[src/rtl/apb_pkg.sv]
// Shared types for the APB master: FSM state encoding, command bundle and
// the wait-timer counter width helper.
// Ports: none (package).
package apb_pkg;

  typedef enum logic [1:0] {
    IDLE   = 2'd0,
    SETUP  = 2'd1,
    ACCESS = 2'd2,
    RESP   = 2'd3
  } apb_state_e;

  localparam int APB_ADDR_W = 32;
  localparam int APB_DATA_W = 32;

  typedef struct packed {
    logic                  write;
    logic [APB_ADDR_W-1:0] addr;
    logic [APB_DATA_W-1:0] wdata;
  } apb_cmd_t;

  // Counter must hold values 0..cycles; never narrower than 1 bit so a
  // disabled timeout (cycles == 0) still elaborates cleanly.
  function automatic int tmo_cnt_width(input int cycles);
    int w;
    w = $clog2(cycles + 1);
    return (w < 1) ? 1 : w;
  endfunction

endpackage

[src/rtl/apb_wait_timer.sv]
// ACCESS-phase wait counter: cleared while the master is in SETUP, counts
// ACCESS cycles without pready, flags when the last permitted cycle is reached.
// Ports: i_clk/i_rst_n clock and async reset, i_clr clear, i_en count enable,
//        o_expire high while the count equals TIMEOUT_CYCLES-1 (never if 0).
module apb_wait_timer
  import apb_pkg::*;
#(
  parameter int TIMEOUT_CYCLES = 256
) (
  input  logic i_clk,
  input  logic i_rst_n,
  input  logic i_clr,
  input  logic i_en,
  output logic o_expire
);

  localparam int CW = tmo_cnt_width(TIMEOUT_CYCLES);
  localparam logic [CW-1:0] LIMIT = (TIMEOUT_CYCLES == 0) ? '0 : CW'(TIMEOUT_CYCLES - 1);

  logic [CW-1:0] r_cnt;

  always_ff @(posedge i_clk or negedge i_rst_n) begin
    if (!i_rst_n) begin
      r_cnt <= '0;
    end else if (i_clr) begin
      r_cnt <= '0;
    end else if (i_en) begin
      r_cnt <= r_cnt + 1'b1;
    end
  end

  assign o_expire = (TIMEOUT_CYCLES != 0) && (r_cnt == LIMIT);

endmodule

[src/rtl/apb_master_ctrl.sv]
// APB master: one SETUP+ACCESS transfer per accepted command, with an address
// window check and an ACCESS timeout; response held until rsp_ready_i.
// Ports: cmd_* request (valid/ready), rsp_* response (valid/ready), timeout_o
//        abort pulse, reg_addr_low/high_i window, p* APB master signals.
module apb_master_ctrl
  import apb_pkg::*;
#(
  parameter int ADDR_WIDTH     = 32,
  parameter int DATA_WIDTH     = 32,
  parameter int TIMEOUT_CYCLES = 256
) (
  input  logic                  pclk_i,
  input  logic                  prstn_i,
  input  logic                  cmd_valid_i,
  output logic                  cmd_ready_o,
  input  logic                  cmd_write_i,
  input  logic [ADDR_WIDTH-1:0] cmd_addr_i,
  input  logic [DATA_WIDTH-1:0] cmd_wdata_i,
  output logic                  rsp_valid_o,
  input  logic                  rsp_ready_i,
  output logic [DATA_WIDTH-1:0] rsp_rdata_o,
  output logic                  rsp_err_o,
  output logic                  timeout_o,
  input  logic [ADDR_WIDTH-1:0] reg_addr_low_i,
  input  logic [ADDR_WIDTH-1:0] reg_addr_high_i,
  output logic                  psel_o,
  output logic                  penable_o,
  output logic                  pwrite_o,
  output logic [ADDR_WIDTH-1:0] paddr_o,
  output logic [DATA_WIDTH-1:0] pwdata_o,
  input  logic [DATA_WIDTH-1:0] prdata_i,
  input  logic                  pready_i,
  input  logic                  pslverr_i
);

  apb_state_e            r_state;
  apb_state_e            w_next;
  logic                  r_out_en;
  logic                  r_pwrite;
  logic [ADDR_WIDTH-1:0] r_paddr;
  logic [DATA_WIDTH-1:0] r_pwdata;
  logic [DATA_WIDTH-1:0] r_rdata;
  logic                  r_err;
  logic                  r_timeout;

  logic w_in_window;
  logic w_accept;
  logic w_done;
  logic w_abort;
  logic w_expire;

  assign w_in_window = (cmd_addr_i >= reg_addr_low_i) && (cmd_addr_i <= reg_addr_high_i);
  assign w_accept    = cmd_valid_i && cmd_ready_o;
  assign w_done      = (r_state == ACCESS) && pready_i;
  // pready on the limit cycle takes priority over the timeout.
  assign w_abort     = (r_state == ACCESS) && !pready_i && w_expire;

  apb_wait_timer #(
    .TIMEOUT_CYCLES(TIMEOUT_CYCLES)
  ) u_wait_timer (
    .i_clk   (pclk_i),
    .i_rst_n (prstn_i),
    .i_clr   (r_state == SETUP),
    .i_en    ((r_state == ACCESS) && !pready_i),
    .o_expire(w_expire)
  );

  // State register. r_out_en keeps cmd_ready_o low while reset is asserted
  // and rises on the first clock after release.
  always_ff @(posedge pclk_i or negedge prstn_i) begin
    if (!prstn_i) begin
      r_state  <= IDLE;
      r_out_en <= 1'b0;
    end else begin
      r_state  <= w_next;
      r_out_en <= 1'b1;
    end
  end

  // Next-state logic.
  always_comb begin
    w_next = r_state;
    case (r_state)
      IDLE:    if (w_accept) w_next = w_in_window ? SETUP : RESP;
      SETUP:   w_next = ACCESS;
      ACCESS:  if (w_done || w_abort) w_next = RESP;
      RESP:    if (rsp_ready_i) w_next = IDLE;
      default: w_next = IDLE;
    endcase
  end

  // Outputs decoded from state only.
  always_comb begin
    cmd_ready_o = 1'b0;
    psel_o      = 1'b0;
    penable_o   = 1'b0;
    rsp_valid_o = 1'b0;
    case (r_state)
      IDLE:    cmd_ready_o = r_out_en;
      SETUP:   psel_o      = 1'b1;
      ACCESS:  begin
        psel_o    = 1'b1;
        penable_o = 1'b1;
      end
      RESP:    rsp_valid_o = 1'b1;
      default: ;
    endcase
  end

  // Command latch and response registers. Address/data are only written on
  // accept, so they stay stable through SETUP/ACCESS and linger in IDLE.
  always_ff @(posedge pclk_i or negedge prstn_i) begin
    if (!prstn_i) begin
      r_pwrite  <= 1'b0;
      r_paddr   <= '0;
      r_pwdata  <= '0;
      r_rdata   <= '0;
      r_err     <= 1'b0;
      r_timeout <= 1'b0;
    end else begin
      r_timeout <= w_abort;
      if (w_accept) begin
        r_pwrite <= cmd_write_i;
        r_paddr  <= cmd_addr_i;
        r_pwdata <= cmd_wdata_i;
        r_err    <= !w_in_window;
        r_rdata  <= '0;
      end
      if (w_done) begin
        r_err   <= pslverr_i;
        r_rdata <= (r_pwrite || pslverr_i) ? '0 : prdata_i;
      end
      if (w_abort) begin
        r_err   <= 1'b1;
        r_rdata <= '0;
      end
    end
  end

  assign pwrite_o    = r_pwrite;
  assign paddr_o     = r_paddr;
  assign pwdata_o    = r_pwdata;
  assign rsp_rdata_o = r_rdata;
  assign rsp_err_o   = r_err;
  assign timeout_o   = r_timeout;

endmodule

[config.mk]
export PLATFORM = sky130hd
export DESIGN_NAME = apb_master_ctrl
export DESIGN_NICKNAME = d
export VERILOG_FILES = /design/src/rtl/apb_pkg.sv /design/src/rtl/apb_wait_timer.sv /design/src/rtl/apb_master_ctrl.sv
export SDC_FILE = /design/constraint.sdc
export NUM_CORES = 1
export LEC_CHECK = 0
export CAP_MARGIN = 10
export CELL_PAD_IN_SITES_DETAIL_PLACEMENT = 1
export CELL_PAD_IN_SITES_GLOBAL_PLACEMENT = 2
export CORE_ASPECT_RATIO = 1.2
export CORE_MARGIN = 1.5
export CORE_UTILIZATION = 27
export DETAILED_ROUTE_END_ITERATION = 12
export PLACE_DENSITY_LB_ADDON = 0.25
export SLEW_MARGIN = 20
export SYNTH_ARGS = -nofsm -noshare
export SYNTH_HDL_FRONTEND = slang
export SYNTH_SLANG_ARGS = --single-unit
[constraint.sdc]
create_clock -name pclk_i -period 4.44 [get_ports pclk_i]
set_input_delay 0.444 -clock pclk_i [delete_from_list [all_inputs] [get_ports pclk_i]]
set_output_delay 0.444 -clock pclk_i [all_outputs]
set_load 0.1 [all_outputs]
==> results of run 1 <==
cells in the final DEF (no fill, tap or decap), types with 7 or more instances in the layout:
master,count
clkdlybuf4s50_1,268
dfrtp_1,111
inv_1,71
ha_1,71
mux2_2,64
a22o_1,32
a21oi_1,26
nand4_1,16
nand2_1,15
o21ai_0,13
nor2_1,12
nand3_1,10
clkbuf_16,9
a21o_1,7
state kept, by name (all words and copies together), names as in the netlist:
| name | flops |
|---|---|
| paddr_o | 32 |
| pwdata_o | 32 |
| pwrite_o | 1 |
| r_out_en | 1 |
| r_state | 2 |
| rsp_err_o | 1 |
| rsp_rdata_o | 32 |
| timeout_o | 1 |
| u_wait_timer.r_cnt | 9 |
metal layers:
layer  vias to the layer above  global-route usage [%]  routed length [microns]
li1                       2331                       -                        -
met1                      2365                    20.2                     7560
met2                       152                    31.1                     9990
met3                        14                    2.58                      962
met4                         0                    5.41                      256
met5                         -                       0                        0
path summary, 6_finish.rpt:
kind                                         from                     endpoint  slack [ps]  depth (start not counted)
setup / recovery           r_state[0]$_DFFE_PN0P_                  cmd_ready_o        1470                          4
hold / removal                            prstn_i  rsp_rdata_o[23]$_DFFE_PN0P_         230                          1
setup reg to reg           r_state[0]$_DFFE_PN0P_       r_state[1]$_DFFE_PN0P_        2040                          7
hold reg to reg            paddr_o[0]$_DFFE_PN0P_       paddr_o[0]$_DFFE_PN0P_         510                          2
max in group asynchronous                 prstn_i  rsp_rdata_o[18]$_DFFE_PN0P_        3070                          2
min in group pclk_i        paddr_o[0]$_DFFE_PN0P_       paddr_o[0]$_DFFE_PN0P_         510                          2
metrics by stage:
| stage | setup WS [ps] | utilization (%) | instance area [sq um] | hold slack (ps) | std cells |
|---|---|---|---|---|---|
| floorplan | 1850 | - | 5810 | 148 | 506 |
| global placement | 1330 | 41.9 | 8820 | 473 | 1034 |
| detailed placement | 1330 | 41.9 | 8820 | 487 | 1034 |
| CTS | 1450 | 43.5 | 9150 | 265 | 1050 |
| global route | 1360 | 43.5 | 9150 | 294 | 1050 |
| finish | 1470 | 43.5 | 9150 | 225 | 1050 |
worst register-to-register path: stages, from the launching register on:
cell and delay [ps]:
dfrtp_1 420, inv_1 140, ha_1 270, nor2b_1 590
a222oi_1 360, nand3b_1 170, o21ai_0 90, a31o_2 250
cells by family (layout without fill, tap and decap cells):
kind of cell,after synthesis,in the layout
other,1,1
and+or+nand+nor,72,72
AOI/OAI and AO/OA,95,95
muxes,65,65
adders and majority gates,71,71
DFF,111,111
buffers and inverters,86,360
xor gates and xnor gates,5,5
layout make-up:
| cell class | count | area (sq um) | share of cell area, % |
|---|---|---|---|
| Multi-Input combinational cell | 309 | 2720 | 29.7 |
| Clock inverter | 7 | 108 | 1.18 |
| Tap cell | 270 | 338 | 3.69 |
| Sequential cell | 111 | 2780 | 30.4 |
| Clock buffer | 9 | 225 | 2.46 |
| Inverter | 71 | 267 | 2.91 |
| Timing Repair Buffer | 273 | 2720 | 29.7 |
==> flow_summary.yaml, run 1 <==
timing:
  period_share_pct: 67.0
  fmax_ghz: 0.336
  setup_viol: 0
  relSlewSlack_pct: 30.6
  period_needed_ps: 2970
  skew_ps: 16.1
  hold_viol_final: 0
  rsz0062_at_grt: "false"
  drv_slew: 0
  worst_slew_pin_slew_ps: 1040
  setup_tns_ps: 0
detailed_routing:
  dr.pass1.iters: 5
  drt-initial-drc-count: 88
  finalWirelength_microns: 18800
  antenna_left: 0
  via_count: 4862
  viasPerCell: 4.63
  route.detailed.drc: 0
  wl_per_cell_microns: 17.9
logic_synthesis:
  yosysTopAreaCell: "dfrtp_1"
  synth-edff-count: 0
  ys_seq_area_share_pct: 47.8
  synth_compound_area_share_pct: 11.5
  synth_top_family_by_area: "adder cells"
  synth_xor_area_share_pct: 0.754
  synth_flop_cell: "dfrtp_1"
  synth_top_cell_area_share_pct: 47.8
  ys_warn_count: 0
  synth_fp_nets: 744
  synth-seq-cells: 111
  synth.most_common_cell: "dfrtp_1"
  synth.avg_cell_area_sq_um: 11.5
  syn_inst: 506
  synth_fa_ha_area_share_pct: 15.3
  synth_simple_gate_area_share_pct: 6.29
  synthArstFlopShare_pct: 100
  synthTopCellsByCount: "111 x dfrtp_1, 71 x ha_1, 71 x inv_1, 64 x mux2_2, 32 x a22o_1"
  ys_top_cells_by_area: "dfrtp_1 48%, ha_1 15%, mux2_2 12%"
  synthMuxAreaShare_pct: 12.6
  ys_types: 38
  synth_area_sq_mm: 0.00581
clock_network:
  clk_pin_slew_ps: 90
  cts_tree: "done"
  clk-insertion-delay-late_ps: 360
  cts_max_path_buffers: 2
  htreeDepth: 3
  cts_hold_buf: 0
  cts_resized: 0
  numCtsBuffers: 9
  clkSinkCount: 111
  cts-root-buf: "clkbuf_16"
  cts_setup_buffers: 0
job:
  cap_violations: 0
worst_setup_path:
  critPathKind: "flop to output pin"
  worstPathArrival_ps: 2530
  slowest_stage: "clkdlybuf4s50_1"
  timing.critical_path.buf_inv: 2
  cpLargestDelayFamily: "buffers and inverters"
  crit_path_end_kind: "output pin"
  timing.critical_path.cells: "inv_1 > ha_1 > and2_1 > clkdlybuf4s50_1"
  crit_required_ps: 4000
  crit_fanout: 4
  cp-start-kind: "flop"
  cp_slowest_stage_delay_ps: 1190
floorplanning:
  dieArea_sq_mm: 0.0224
  io-pin-count: 270
  rows: 58
  initial_core_util_pct: 27.6
  fp.dieW_microns: 137
  die_y_microns: 164
  core_area_sq_mm: 0.0210
global_routing:
  grt_usage_pct: 17.0
  antenna_found_initial: 0
  grt_start_max_net_pins: 76
  gr-total-overflow: 0
  grt_pass1_wl_microns: 29200
  first_global_vias: 5423
cells_and_area:
  num_antenna_cells: 0
  drive_above_1_share_pct: 11.4
  fillers: 2293
  synthToLayoutAreaGrowth_pct: 57.6
  nets: 1013
worst_hold_path:
  min_path_type: "input pin to asynchronous set/reset pin"
placed_design:
  port_buffers: 269
  gp_congestion: 0.827
  dp_hpwl_microns: 14900
outcome:
  run_status: "finished clean"
Power of run 1 is not shown: default switching activity piles up to over one toggle a cycle in this logic, so the estimate is an artifact.
==> run 2: changes to the inputs <==
- CORE_UTILIZATION: 27 -> 25
- clock period: 4.44 -> 2.9 ns (I/O delays scaled with it)
==> flow_summary.yaml, run 2 (synthesis results as in run 1) <==
outcome:
  run_status: "finished clean"
floorplanning:
  dieArea_sq_mm: 0.0242
  core_area_sq_mm: 0.0226
  die_y_microns: 170
  rows: 60
  initial_core_util_pct: 25.7
  io-pin-count: 270
  fp.dieW_microns: 142
worst_setup_path:
  crit_required_ps: 3150
  worstPathArrival_ps: 2710
  ff2ff_path_depth: 7
  rrSetupSlack_ps: 560
  crit_path_end_kind: "flop"
  critPathKind: "input pin to flop"
  cp-start-kind: "input pin"
  crit_fanout: 3
  regToRegEndpoint: "r_state[1]$_DFFE_PN0P_"
  timing.rr.start: "r_state[1]$_DFFE_PN0P_"
global_routing:
  grtUsageMet2_pct: 29.5
  grt_start_max_net_pins: 61
  met1_usage_pct: 17.9
  grt_usage_pct: 15.8
  grt_pass1_wl_microns: 29400
  gr-total-overflow: 0
  top_usage_layer: "met2"
  first_global_vias: 5638
  antenna_found_initial: 0
  grtUsageMet3_pct: 3.32
cells_and_area:
  fin_util_pct: 39.9
  final_common_cell: "clkdlybuf4s50_1"
  fillers: 2488
  synthToLayoutAreaGrowth_pct: 55.3
  nets: 1022
  drive_above_1_share_pct: 25.5
  mostFrequentLayoutCells: "165 x clkdlybuf4s50_1, 115 x buf_4, 111 x dfrtp_1"
  regArea_sq_mm: 0.00278
  multi_input_area_sq_mm: 0.00272
  num_antenna_cells: 0
detailed_routing:
  finalWirelength_microns: 18900
  route.detailed.drc: 0
  via_count: 4930
  viasPerCell: 4.49
  antenna_left: 0
  dr.pass1.iters: 4
  wl_per_cell_microns: 17.2
  drt-initial-drc-count: 128
timing:
  fin_hold_ws_ps: 11.5
  fmax_ghz: 0.406
  period_needed_ps: 2460
  setup_viol: 0
  period_share_pct: 84.9
  hold_viol_final: 0
  drv_slew: 0
  relSlewSlack_pct: 46.5
  skew_ps: 10.5
  rsz0062_at_grt: "false"
  worst_slew_pin_slew_ps: 802
worst_hold_path:
  min_path_type: "input pin to asynchronous set/reset pin"
clock_network:
  clk-insertion-delay-late_ps: 360
  clkSinkCount: 111
  numCtsBuffers: 9
  htreeDepth: 3
  cts_resized: 0
  cts_setup_buffers: 0
  cts_tree: "done"
  cts_max_path_buffers: 2
  cts-root-buf: "clkbuf_16"
  cts_hold_buf: 0
  clk_pin_slew_ps: 80
placed_design:
  gp_congestion: 0.826
  port_buffers: 269
  dp_hpwl_microns: 15100
job:
  cap_violations: 0
==> run 2: changes by cell type in the layout (fill, tap and decap cells not counted), sizes merged <==
cell           delta
buf             +112
clkdlybuf4s50   -103
inv               -1
clkinv            +1
==> run 2: layout make-up <==
| cell class | count | area share [%] |
|---|---|---|
| Tap cell | 310 | 4.30 |
| Multi-Input combinational cell | 309 | 30.1 |
| Timing Repair Buffer | 282 | 28.3 |
| Sequential cell | 111 | 30.8 |
| Inverter | 71 | 2.96 |
| Clock inverter | 7 | 0.985 |
| Clock buffer | 9 | 2.50 |
==> run 2: through the flow <==
step	setup slack, ps	TNS (ps)	std cells	cell area [sq um]
final	439	0	1099	9020
after global routing	191	0	1099	9020
after CTS	395	0	1099	9020
after detailed placement	6.09	0	1083	8700
after global placement	-19.7	-19.7	1083	8700
after floorplan	306	0	506	5810
==> run 2: routing by layer <==
metal	up-vias	part of all wire (%)
li1	2343	-
met1	2430	39
met2	144	54
met3	13	5.5
met4	0	1.4
met5	-	0
==> run 2: worst max-delay path by stage <==
stage,start,endpoint,cells after the start
floorplan,r_state[0]$_DFFE_PN0P_,r_state[1]$_DFFE_PN0P_,7
global placement,cmd_addr_i[0],rsp_err_o$_DFFE_PN0P_,10
detailed placement,cmd_addr_i[0],rsp_err_o$_DFFE_PN0P_,10
CTS,cmd_addr_i[0],rsp_err_o$_DFFE_PN0P_,10
global route,cmd_addr_i[14],rsp_err_o$_DFFE_PN0P_,9
finish,cmd_addr_i[17],rsp_err_o$_DFFE_PN0P_,9
==> run 2: critical path: stages <==
cell and delay, ps:
clkdlybuf4s50_1 540, ha_1 370, a21oi_1 140, o21ai_0 100, a221o_1 340, nor3_1 200, a31oi_1 70, a211o_1 350
o311a_1 300
Power of run 2 is left out for the same reason.
